[config.mk]
export PLATFORM = sky130hd
export DESIGN_NAME = sdr_wr_burst_feeder
export DESIGN_NICKNAME = d
export VERILOG_FILES = /design/src/rtl/sdr_wr_burst_feeder.sv
export SDC_FILE = /design/constraint.sdc
export NUM_CORES = 1
export LEC_CHECK = 0
export ABC_AREA = 1
export CORE_MARGIN = 2
export CORE_UTILIZATION = 45
export DETAILED_ROUTE_END_ITERATION = 8
export PLACE_DENSITY = 0.88
export SKIP_CTS_REPAIR_TIMING = 1
export SLEW_MARGIN = 20
export SYNTH_ARGS = -nofsm -noshare
export SYNTH_HDL_FRONTEND = slang
export SYNTH_SLANG_ARGS = --single-unit
[constraint.sdc]
create_clock -name CLK -period 1.3 [get_ports CLK]
set_input_delay 0.26 -clock CLK [delete_from_list [all_inputs] [get_ports CLK]]
set_output_delay 0.26 -clock CLK [all_outputs]
set_load 0.05 [all_outputs]
[src/rtl/sdr_wr_burst_feeder.sv]
// Write-burst sequencer: pops FWFT write words and drives DATAIN/DM/DQ_OE,
// with DM one cycle ahead of DATAIN so the data path's DQM register lines them up.
module sdr_wr_burst_feeder #(
    parameter int DSIZE  = 32,
    parameter int BL_MAX = 8,
    parameter int CNT_W  = 4
) (
    input  logic                 CLK,
    input  logic                 RESET_N,
    input  logic                 WR_START,
    input  logic [CNT_W-1:0]     WR_LEN,
    input  logic                 WR_ABORT,
    input  logic [DSIZE-1:0]     FIFO_DATA,
    input  logic                 FIFO_EMPTY,
    output logic                 FIFO_RD,
    output logic [DSIZE-1:0]     DATAIN,
    output logic [DSIZE/8-1:0]   DM,
    output logic                 DQ_OE,
    output logic                 BUSY,
    output logic                 UNDERRUN,
    input  logic                 UNDERRUN_CLR
);

    localparam logic [CNT_W-1:0] LEN_CAP = CNT_W'(BL_MAX);

    typedef enum logic [1:0] {
        IDLE,
        BURST,
        DRAIN1,
        DRAIN2
    } state_t;

    state_t             state;
    logic [CNT_W-1:0]   remaining;
    logic [DSIZE-1:0]   stage1;
    logic               stage1_valid;

    // Pop only on a real beat; an aborting cycle or an empty FIFO never pops.
    assign FIFO_RD = (state == BURST) && !WR_ABORT && !FIFO_EMPTY;
    assign BUSY    = (state != IDLE);

    always_ff @(posedge CLK or negedge RESET_N) begin
        if (!RESET_N) begin
            state        <= IDLE;
            remaining    <= '0;
            stage1       <= '0;
            stage1_valid <= 1'b0;
            DATAIN       <= '0;
            DM           <= '1;
            DQ_OE        <= 1'b0;
            UNDERRUN     <= 1'b0;
        end else begin
            // Second stage: data and output enable follow DM by one cycle.
            DATAIN       <= stage1;
            DQ_OE        <= stage1_valid;

            DM           <= '1;
            stage1       <= '0;
            stage1_valid <= 1'b0;

            if (UNDERRUN_CLR) begin
                UNDERRUN <= 1'b0;
            end

            case (state)
                IDLE: begin
                    if (WR_START && (WR_LEN != '0)) begin
                        remaining <= (WR_LEN > LEN_CAP) ? LEN_CAP : WR_LEN;
                        state     <= BURST;
                    end
                end

                BURST: begin
                    if (WR_ABORT) begin
                        remaining <= '0;
                        state     <= DRAIN1;
                    end else begin
                        // An empty FIFO still consumes the beat, but the slot is masked.
                        stage1_valid <= 1'b1;
                        remaining    <= remaining - CNT_W'(1);
                        if (FIFO_EMPTY) begin
                            UNDERRUN <= 1'b1;
                        end else begin
                            DM     <= '0;
                            stage1 <= FIFO_DATA;
                        end
                        if (remaining == CNT_W'(1)) begin
                            state <= DRAIN1;
                        end
                    end
                end

                DRAIN1: begin
                    state <= DRAIN2;
                end

                DRAIN2: begin
                    state <= IDLE;
                end

                default: begin
                    state <= IDLE;
                end
            endcase
        end
    end

endmodule

==> results of run 1 <==
==> per-layer routing <==
metal  vias to the layer above  wire length [um]  track usage [%]
met3                         6               305             5.40
met4                         0                61             5.26
met5                         -                 0                0
met2                        61              2850             31.6
met1                       806              2040             21.1
li1                        804                 -                -
==> registers in the layout, summed over array words and instances, names as in the netlist <==
register	cells
state	2
DM	1
UNDERRUN	1
DATAIN	32
stage1	32
remaining	4
DQ_OE	1
stage1_valid	1
==> worst max-delay path: cells and delay by family, from the launching register on <==
family / cells / cell delay, ns
flops: 1 / 0.42
buf+inv: 2 / 0.27
simple gates: 2 / 0.18
fa+ha+maj: 1 / 0.16
==> logic make-up after synthesis <==
group           count (synthesis)
fa+ha+maj                       6
simple gates                   78
flops                          74
buf+inv                        49
compound gates                  5
==> stage by stage <==
| stage | instance area, um^2 | setup slack [ns] | util, % | hold WS (ns) |
|---|---|---|---|---|
| 6_report | 4210 | -0.315 | 77.9 | 0.342 |
| 5_1_grt | 4210 | -0.372 | 77.9 | 0.350 |
| 4_1_cts | 4090 | -0.386 | 75.6 | -0.162 |
| 3_5_place_dp | 3850 | -0.127 | 71.3 | 0.200 |
| 3_3_place_gp | 3850 | -0.0592 | 71.3 | 0.194 |
| 2_1_floorplan | 2530 | -0.127 | - | -0.0356 |
==> layout make-up <==
cell class	instances	share of cell area, %
Sequential cell	74	44.0
Timing Repair Buffer	93	32.2
Multi-Input combinational cell	89	12.0
Inverter	43	4.04
Clock buffer	12	3.92
Tap cell	72	2.14
Clock inverter	4	1.72
==> power by group <==
part	switching [W]	internal (W)	total (W)	leakage, nW
sequential	0.000203	0.00257	0.00277	1.01
clock	0.000783	0.00124	0.00202	0.119
combinational	0.00123	0.00107	0.00230	1.03
==> cell usage in the layout (no fill, tap or decap), types with 2 or more instances in the layout <==
| cell type | n |
|---|---|
| sky130_fd_sc_hd__inv_2 | 3 |
| sky130_fd_sc_hd__nor2_2 | 9 |
| sky130_fd_sc_hd__clkdlybuf4s50_1 | 40 |
| sky130_fd_sc_hd__clkbuf_8 | 12 |
| sky130_fd_sc_hd__ha_1 | 4 |
| sky130_fd_sc_hd__ha_4 | 2 |
| sky130_fd_sc_hd__inv_1 | 38 |
| sky130_fd_sc_hd__bufinv_16 | 2 |
| sky130_fd_sc_hd__nand3_1 | 6 |
| sky130_fd_sc_hd__clkinvlp_4 | 2 |
| sky130_fd_sc_hd__o21ai_1 | 2 |
| sky130_fd_sc_hd__nor2_4 | 2 |
| sky130_fd_sc_hd__buf_4 | 8 |
| sky130_fd_sc_hd__nand2_1 | 24 |
| sky130_fd_sc_hd__nand2_4 | 2 |
| sky130_fd_sc_hd__buf_12 | 43 |
| sky130_fd_sc_hd__nor2_1 | 29 |
| sky130_fd_sc_hd__nand2_2 | 4 |
| sky130_fd_sc_hd__o21ai_0 | 3 |
| sky130_fd_sc_hd__dfrtp_1 | 72 |
==> worst paths after layout <==
path	end	slack (ns)	cells past startpoint
worst min-delay path	DATAIN[22]	0.34	0
worst max-delay path	FIFO_RD	-0.31	5
worst max register to register	stage1[25]	-0.03	7
min in group asynchronous	DATAIN[23]	0.40	2
max in group asynchronous	stage1[20]	0.43	3
worst min register to register	DATAIN[22]	0.34	0
==> impl_metrics.py, run 1 <==
metrics = {
    "sta": {
        "rsz_0062_raised_after_global_routing": "yes",
        "max_slew_margin_pct": 74.5,
        "period_needed_ns": 1.61,
        "worst-slew-pin-transition_ns": 0.383,
        "period_share_pct": 124,
        "worst_skew_ns": 0.00999,
        "timing_max_transition_violations_final": 0,
        "setup-tns-final_ns": -1.21,
        "hold_viol_final": 0,
        "timing.final.setup_violations": 24,
        "clock.fmax_mhz": 619,
        "post-route-worst-setup-slack_ns": -0.315,
    },
    "power": {
        "leakage_power_nw": 2.16,
        "vdd_drop_max_v": 0.00161,
        "power_density_nw_per_um2": 1680,
        "finalPower_w": 0.00709,
    },
    "route": {
        "initial_drt_markers": 92,
        "number_of_iterations_in_the_first_detailed_routing_pass": 4,
        "via_per_inst": 4.33,
        "detail_route.wirelength_um": 5250,
        "dr_total_vias": 1677,
        "drt-wirelength-per-cell_um": 13.6,
        "drtAntennaViolNets": 0,
        "drc": 0,
    },
    "grt": {
        "track_usage_pct": 17.9,
        "grt_start_max_net_pins": 34,
        "grt_pass1_wl_um": 8290,
        "first_global_vias": 1697,
        "global_route.overflow_total": 0,
        "number_of_antenna_violations_at_the_first_check_in_global_routing": 0,
    },
    "cts": {
        "num_cts_buffers": 9,
        "worstSkewPairLatency_ns": 0.32,
        "cts.clk_slew.worst_paths_ns": 0.08,
        "clock_tree.buffer_depth": 2,
        "clock_sink_count": 74,
        "tritoncts": "built",
        "number_of_h_tree_levels": 3,
        "ctsRootBufferMaster": "sky130_fd_sc_hd__clkbuf_8",
    },
    "setup_path": {
        "regToRegStartpoint": "state[1]",
        "crit_path_start": "state[1]",
        "cp_data_required_time_ns": 1.04,
        "crit_path_max_incr_delay_ns": 0.42,
        "crit_type": "flip-flop to output pin",
        "start_kind": "flip-flop",
        "worstSetupEndpointType": "output pin",
        "wp_data_arrival_ns": 1.35,
        "timing.critical_path.cells": "inv_2 > ha_4 > nand2_4 > nor2_4 > buf_12",
        "crit_slowest_cell": "sky130_fd_sc_hd__dfrtp_1",
        "path_max_fanout": 3,
    },
    "floorplanning": {
        "top_level_ports": 82,
        "die-area_um2": 6140,
        "die_height_um": 78.3,
        "core.rowCount": 27,
        "core-area_um2": 5410,
        "starting_density_of_the_core_pct": 46.0,
        "die-width_um": 78.3,
    },
    "placed_design": {
        "globalplace.congestion": 0.780,
        "place.detailed.instances": 365,
        "io_buffer_count": 81,
        "post-dp-hpwl_um": 3720,
    },
    "finish": {
        "sequential_cell_area_um2": 1850,
        "stdcell_count": 387,
        "nets": 358,
        "syn2layout_area_growth_pct": 69.4,
        "num-fill-cells": 304,
        "diodes": 0,
        "drive_above_1_share_pct": 30.5,
        "multi_input_area_um2": 504,
    },
    "yosys": {
        "synth_compound_gate_area_share_pct": 1.01,
        "postSynthNetCount": 260,
        "ys_async_sr_fraction_pct": 100,
        "yosys_warnings": 0,
        "synth-edff-count": 0,
        "synth_flop_cell": "sky130_fd_sc_hd__dfrtp_1",
        "most_frequent_cell_after_synthesis": "sky130_fd_sc_hd__dfrtp_1",
        "synth_mux_area_share_pct": 0,
        "postSynthCellCount": 212,
        "ys_ff_latch": 74,
        "synth_top_cells_by_area": "sky130_fd_sc_hd__dfrtp_1 73%, sky130_fd_sc_hd__inv_1 6.3%, sky130_fd_sc_hd__nor2_1 5.7%, sky130_fd_sc_hd__nand2_1 4.4%, sky130_fd_sc_hd__ha_1 3.0%",
        "post_synth.cell_area_avg_um2": 11.7,
        "cell_taking_the_most_area_after_synthesis": "sky130_fd_sc_hd__dfrtp_1",
        "combinational_family_with_the_most_area_after_synthesis": "simple AND/OR/NAND/NOR gates",
        "number_of_distinct_library_cells_after_synthesis": 15,
        "top_area_cell_type_share_of_the_netlist_area_pct": 73.4,
        "synthAdderAreaFrac_pct": 3.02,
        "post_synthesis_share_of_cell_area_spent_on_and_or_nand_and_nor_gates_pct": 12.7,
        "mappedNetlistArea_um2": 2490,
        "synthXorXnorAreaFrac_pct": 0,
        "cell_types_with_the_highest_counts_after_synthesis": "73 x sky130_fd_sc_hd__dfrtp_1, 42 x sky130_fd_sc_hd__inv_1, 38 x sky130_fd_sc_hd__nor2_1",
        "synth-seq-area-share_pct": 74.5,
    },
    "min_path": {
        "worst_hold_startpoint": "stage1[22]",
        "min_path_type": "flip-flop to flip-flop",
    },
    "run": {
        "max_cap_viol_count": 0,
    },
    "run_status": {
        "outcome": "finished, violations left",
        "violations": "setup timing",
    },
}
No activity file was read; power rests on OpenSTA's default activity.
==> inputs of run 2 (changes only) <==
- CORE_UTILIZATION: 45 -> 50
- DONT_BUFFER_PORTS: not set -> 1
- PLACE_DENSITY: 0.88 -> 0.74
- clock period: 1.3 -> 1.9 ns (I/O delays scaled with it)
==> run 2 against run 1 <==
  * The run ends with hold timing left
  * Clock skew down 0.0021 ns
  * Via count down 23%
  * Critical path depth unchanged
  * Sequential share of layout area up 21 points
  * Register-to-register slack better by 0.50 ns
  * Power down 41%
  * Utilization down 18 points
  * First-iteration DRC count down 28%
  * Clock power down 27%
  * Final cell count down 24%
==> impl_metrics.py, run 2 (synthesized netlist as in run 1, its figures left out) <==
metrics = {
    "run_status": {
        "outcome": "finished, violations left",
        "violations": "hold timing",
    },
    "power": {
        "net-switching-power_w": 0.00127,
        "leakage_power_nw": 1.62,
        "internal_power_w": 0.00292,
        "power_frac_comb_pct": 14.9,
        "clkPwrFrac_pct": 35.4,
        "finalPower_w": 0.00418,
        "power_density_nw_per_um2": 1470,
        "p_seq_share_pct": 49.7,
        "p_sw_share_pct": 30.2,
        "vdd_drop_max_v": 0.000699,
    },
    "finish": {
        "diodes": 0,
        "num-fill-cells": 412,
        "top_regs": "DATAIN (32), stage1 (32), remaining (4)",
        "mostFrequentLayoutCells": "73 x sky130_fd_sc_hd__dfrtp_1, 42 x sky130_fd_sc_hd__inv_1, 38 x sky130_fd_sc_hd__nor2_1, 29 x sky130_fd_sc_hd__nand2_1, 11 x sky130_fd_sc_hd__clkbuf_8",
        "nets": 269,
        "syn2layout_area_growth_pct": 14.2,
        "drive_above_1_share_pct": 11.5,
        "most_frequent_standard_cell_in_the_layout_excluding_fill_and_tap_cells": "sky130_fd_sc_hd__dfrtp_1",
    },
    "cts": {
        "worstSkewPairLatency_ns": 0.33,
        "ctsRootBufferMaster": "sky130_fd_sc_hd__clkbuf_8",
        "num_cts_buffers": 9,
        "clock_sink_count": 74,
        "cts.clk_slew.worst_paths_ns": 0.07,
        "tritoncts": "built",
        "number_of_h_tree_levels": 3,
        "clock_tree.buffer_depth": 2,
    },
    "floorplanning": {
        "top_level_ports": 82,
        "die_height_um": 74.5,
        "starting_density_of_the_core_pct": 52.3,
        "die-area_um2": 5550,
        "core.rowCount": 25,
        "die-width_um": 74.5,
        "core-area_um2": 4750,
    },
    "sta": {
        "worst-slew-pin-transition_ns": 0.474,
        "whs_ns": -0.259,
        "hold_viol_final": 74,
        "timing.final.setup_violations": 0,
        "setup-tns-final_ns": 0,
        "period_share_pct": 93.1,
        "period_needed_ns": 1.77,
        "max_slew_margin_pct": 68.4,
        "timing_max_transition_violations_final": 0,
        "rsz_0062_raised_after_global_routing": "no",
        "worst_skew_ns": 0.00791,
        "post-route-worst-setup-slack_ns": 0.130,
        "clock.fmax_mhz": 565,
    },
    "min_path": {
        "min_path_type": "input port to asynchronous set/reset pin",
    },
    "placed_design": {
        "pre_cts_ws_ns": 0.385,
        "io_buffer_count": 0,
        "globalplace.congestion": 0.801,
        "post-dp-hpwl_um": 2530,
    },
    "setup_path": {
        "crit_slowest_cell": "sky130_fd_sc_hd__dfrtp_1",
        "worstSetupEndpointType": "output pin",
        "critical-path-top-delay-family": "flip-flops",
        "timing.critical_path.cells": "inv_1 > ha_4 > nand2_2 > nor2_4 > buf_6",
        "wp_data_arrival_ns": 1.39,
        "path_max_fanout": 5,
        "crit_path_max_incr_delay_ns": 0.40,
        "crit_type": "flip-flop to output pin",
        "cp_data_required_time_ns": 1.52,
        "cp.buffers_inverters": 2,
        "start_kind": "flip-flop",
        "regToRegSetupSlack_ns": 0.47,
    },
    "grt": {
        "global_route.overflow_total": 0,
        "grt_busiest_layer": "met2",
        "grt_pass1_wl_um": 6320,
        "groute.layer.met1.usage_pct": 18.9,
        "first_global_vias": 1381,
        "number_of_antenna_violations_at_the_first_check_in_global_routing": 0,
        "track_usage_pct": 15.7,
        "grt_util_met3_pct": 5.56,
        "grt_start_max_net_pins": 75,
        "globalRouteMet2Util_pct": 24.6,
    },
    "route": {
        "detail_route.wirelength_um": 3840,
        "initial_drt_markers": 66,
        "via_per_inst": 4.38,
        "drc": 0,
        "dr_total_vias": 1284,
        "number_of_iterations_in_the_first_detailed_routing_pass": 4,
        "drt-wirelength-per-cell_um": 13.1,
        "drtAntennaViolNets": 0,
    },
    "run": {
        "max_cap_viol_count": 0,
    },
}
==> run 2: cell count changes in the layout (fill, tap and decap cells not counted), moves of 4 or more <==
cell / delta
sky130_fd_sc_hd__buf_12: -41
sky130_fd_sc_hd__buf_4: -7
sky130_fd_sc_hd__clkdlybuf4s50_1: -40
sky130_fd_sc_hd__inv_1: +4
sky130_fd_sc_hd__nand2_1: +5
sky130_fd_sc_hd__nor2_1: +9
sky130_fd_sc_hd__nor2_2: -8
==> run 2: area by class of cell <==
cell class              count  area [um^2]  share of cell area, %
inverters                  43          161                   5.68
flip-flops and latches     74         1850                   65.2
clock buffers              12          155                   5.46
multi-input cells          89          429                   15.1
clock inverters             4         98.8                   3.48
repair buffers              4         58.8                   2.07
well taps                  67         83.8                   2.95
==> run 2: final timing paths <==
kind / start / to / cells after the start
worst max-delay path: state[1] / FIFO_RD / 5
worst min-delay path: RESET_N / state[1] / 0
worst max register to register: state[1] / stage1[3] / 7
worst min register to register: stage1[14] / DATAIN[14] / 0
max in group asynchronous: RESET_N / DM[2] / 0
min in group CLK: FIFO_DATA[1] / stage1[1] / 2
==> run 2: power by group through the flow <==
stage	logic (W)	clock network (W)	registers, W
finish	0.000626	0.00148	0.00208
global route	0.000726	0.00161	0.00210
CTS	0.000618	0.00153	0.00208
detailed placement	0.000613	0	0.00211
global placement	0.000582	0	0.00210
floorplan	0.000506	0	0.00207
==> run 2: stage by stage <==
stage | instances | util [%] | area, um^2
final | 293 | 59.7 | 2840
after global routing | 293 | 59.7 | 2840
after CTS | 293 | 59.4 | 2820
after detailed placement | 277 | 54.1 | 2570
after global placement | 277 | 54.1 | 2570
after floorplan | 212 | - | 2490
==> run 2: routing by layer <==
layer,share of wire [%],vias up,routed length [um]
li1,-,624,-
met3,7.8,5,300
met2,48,58,1860
met1,42,597,1620
met5,0,-,0
met4,1.5,0,58
==> inputs of run 3 (changes only) <==
==> constraint.sdc (replaced) <==
create_clock -name CLK -period 1.9 [get_ports CLK]
set_input_delay 0.38 -clock CLK [delete_from_list [all_inputs] [get_ports CLK]]
set_output_delay 0.38 -clock CLK [all_outputs]
set_load 0.02 [all_outputs]
==> run 3 against run 2 <==
  * Largest power group unchanged
  * The run still ends with hold timing left
  * Highest routed layer unchanged
  * First-iteration DRC count is 9.1% lower
  * Final cell count decreased by 1.7%
  * Die area stayed put
==> impl_metrics.py, run 3 (synthesized netlist as in run 1, its figures left out) <==
metrics = {
    "run_status": {
        "outcome": "finished, violations left",
        "violations": "hold timing",
    },
    "run": {
        "max_cap_viol_count": 0,
    },
    "placed_design": {
        "io_buffer_count": 0,
        "globalplace.congestion": 0.758,
        "detailed_place.area_um2": 2510,
        "post-dp-hpwl_um": 2510,
    },
    "sta": {
        "whs_ns": -0.260,
        "worst_skew_ns": 0.00435,
        "clock.fmax_mhz": 574,
        "worst-slew-pin-transition_ns": 0.561,
        "setup-tns-final_ns": 0,
        "timing.final.setup_violations": 0,
        "max_slew_margin_pct": 62.5,
        "period_needed_ns": 1.74,
        "timing_max_transition_violations_final": 0,
        "hold_viol_final": 74,
        "rsz_0062_raised_after_global_routing": "no",
        "period_share_pct": 91.7,
    },
    "cts": {
        "clock_sink_count": 74,
        "tritoncts": "built",
        "worstSkewPairLatency_ns": 0.33,
        "number_of_h_tree_levels": 3,
        "cts.clk_slew.worst_paths_ns": 0.07,
        "ctsRootBufferMaster": "sky130_fd_sc_hd__clkbuf_8",
        "num_cts_buffers": 9,
        "clock_tree.buffer_depth": 2,
    },
    "power": {
        "power_frac_comb_pct": 13.5,
        "internal_power_w": 0.00269,
        "leakage_power_nw": 1.57,
        "p_sw_share_pct": 27.9,
        "clkPwrFrac_pct": 34.5,
        "power_density_nw_per_um2": 1370,
        "p_seq_share_pct": 52.0,
        "finalPower_w": 0.00373,
        "net-switching-power_w": 0.00104,
        "vdd_drop_max_v": 0.000944,
    },
    "floorplanning": {
        "core.rowCount": 25,
        "top_level_ports": 82,
        "die-area_um2": 5550,
        "die-width_um": 74.5,
        "core-area_um2": 4750,
        "starting_density_of_the_core_pct": 52.3,
        "die_height_um": 74.5,
    },
    "route": {
        "drc": 0,
        "dr_total_vias": 1318,
        "drtAntennaViolNets": 0,
        "drt-wirelength-per-cell_um": 13.1,
        "detail_route.wirelength_um": 3780,
        "via_per_inst": 4.58,
        "initial_drt_markers": 60,
        "number_of_iterations_in_the_first_detailed_routing_pass": 4,
    },
    "finish": {
        "most_frequent_standard_cell_in_the_layout_excluding_fill_and_tap_cells": "sky130_fd_sc_hd__dfrtp_1",
        "syn2layout_area_growth_pct": 9.81,
        "num-fill-cells": 404,
        "drive_above_1_share_pct": 9.50,
        "diodes": 0,
        "sequential_cell_area_um2": 1850,
        "mostFrequentLayoutCells": "73 x sky130_fd_sc_hd__dfrtp_1, 42 x sky130_fd_sc_hd__inv_1, 38 x sky130_fd_sc_hd__nor2_1, 29 x sky130_fd_sc_hd__nand2_1, 10 x sky130_fd_sc_hd__clkbuf_8",
        "multi_input_area_um2": 417,
        "nets": 265,
        "top_regs": "DATAIN (32), stage1 (32), remaining (4)",
        "utilization_pct": 57.4,
        "post-route-cell-area_um2": 2730,
    },
    "setup_path": {
        "cp_data_required_time_ns": 1.52,
        "path_max_fanout": 5,
        "start_kind": "flip-flop",
        "regToRegSetupSlack_ns": 0.33,
        "crit_path_start": "state[1]",
        "wp_data_arrival_ns": 1.36,
        "regToRegStartpoint": "state[1]",
        "crit_type": "flip-flop to output pin",
        "worstSetupEndpointType": "output pin",
    },
    "grt": {
        "global_route.overflow_total": 0,
        "number_of_antenna_violations_at_the_first_check_in_global_routing": 0,
        "track_usage_pct": 15.4,
        "grt_start_max_net_pins": 75,
        "grt_pass1_wl_um": 6110,
        "first_global_vias": 1309,
    },
    "min_path": {
        "min_path_type": "input port to asynchronous set/reset pin",
    },
}
==> run 3: power groups by stage <==
stage / sequential [W] / combinational (W) / clock (W)
floorplan: 0.00193 / 0.000449 / 0
global placement: 0.00196 / 0.000473 / 0
detailed placement: 0.00197 / 0.000504 / 0
CTS: 0.00195 / 0.000507 / 0.00133
global route: 0.00197 / 0.000593 / 0.00141
finish: 0.00194 / 0.000505 / 0.00129
==> run 3: per-layer routing <==
metal | global-route usage [%] | share of wire, %
met5 | 0 | 0
met4 | 10.1 | 2.7
met3 | 5.83 | 8.3
met2 | 23.7 | 49
met1 | 18.1 | 40
==> run 3: stage by stage <==
step           worst slack, ns  std cells
2_1_floorplan            0.590        212
3_3_place_gp             0.396        273
3_5_place_dp             0.303        273
4_1_cts                  0.135        288
5_1_grt                 0.0700        288
6_report                 0.157        288
==> run 3: final timing paths <==
| kind | endpoint | cells after the start |
|---|---|---|
| worst max register to register | stage1[25] | 6 |
| worst min-delay path | remaining[2] | 0 |
| worst min register to register | DATAIN[28] | 0 |
| min in group CLK | UNDERRUN | 1 |
| worst max-delay path | FIFO_RD | 4 |
| max in group asynchronous | DM[2] | 0 |
==> run 3: critical path: stages, from the launching register on <==
cell and delay, ns:
sky130_fd_sc_hd__dfrtp_1 0.41, sky130_fd_sc_hd__inv_1 0.11, sky130_fd_sc_hd__ha_1 0.23, sky130_fd_sc_hd__nand2_2 0.11, sky130_fd_sc_hd__nor2_4 0.18
==> run 3: cell type report <==
| cell class | count | share of cell area (%) |
|---|---|---|
| inverters | 43 | 5.91 |
| well taps | 67 | 3.07 |
| flip-flops and latches | 74 | 67.8 |
| multi-input cells | 89 | 15.3 |
| clock inverters | 5 | 2.89 |
| clock buffers | 10 | 5.04 |
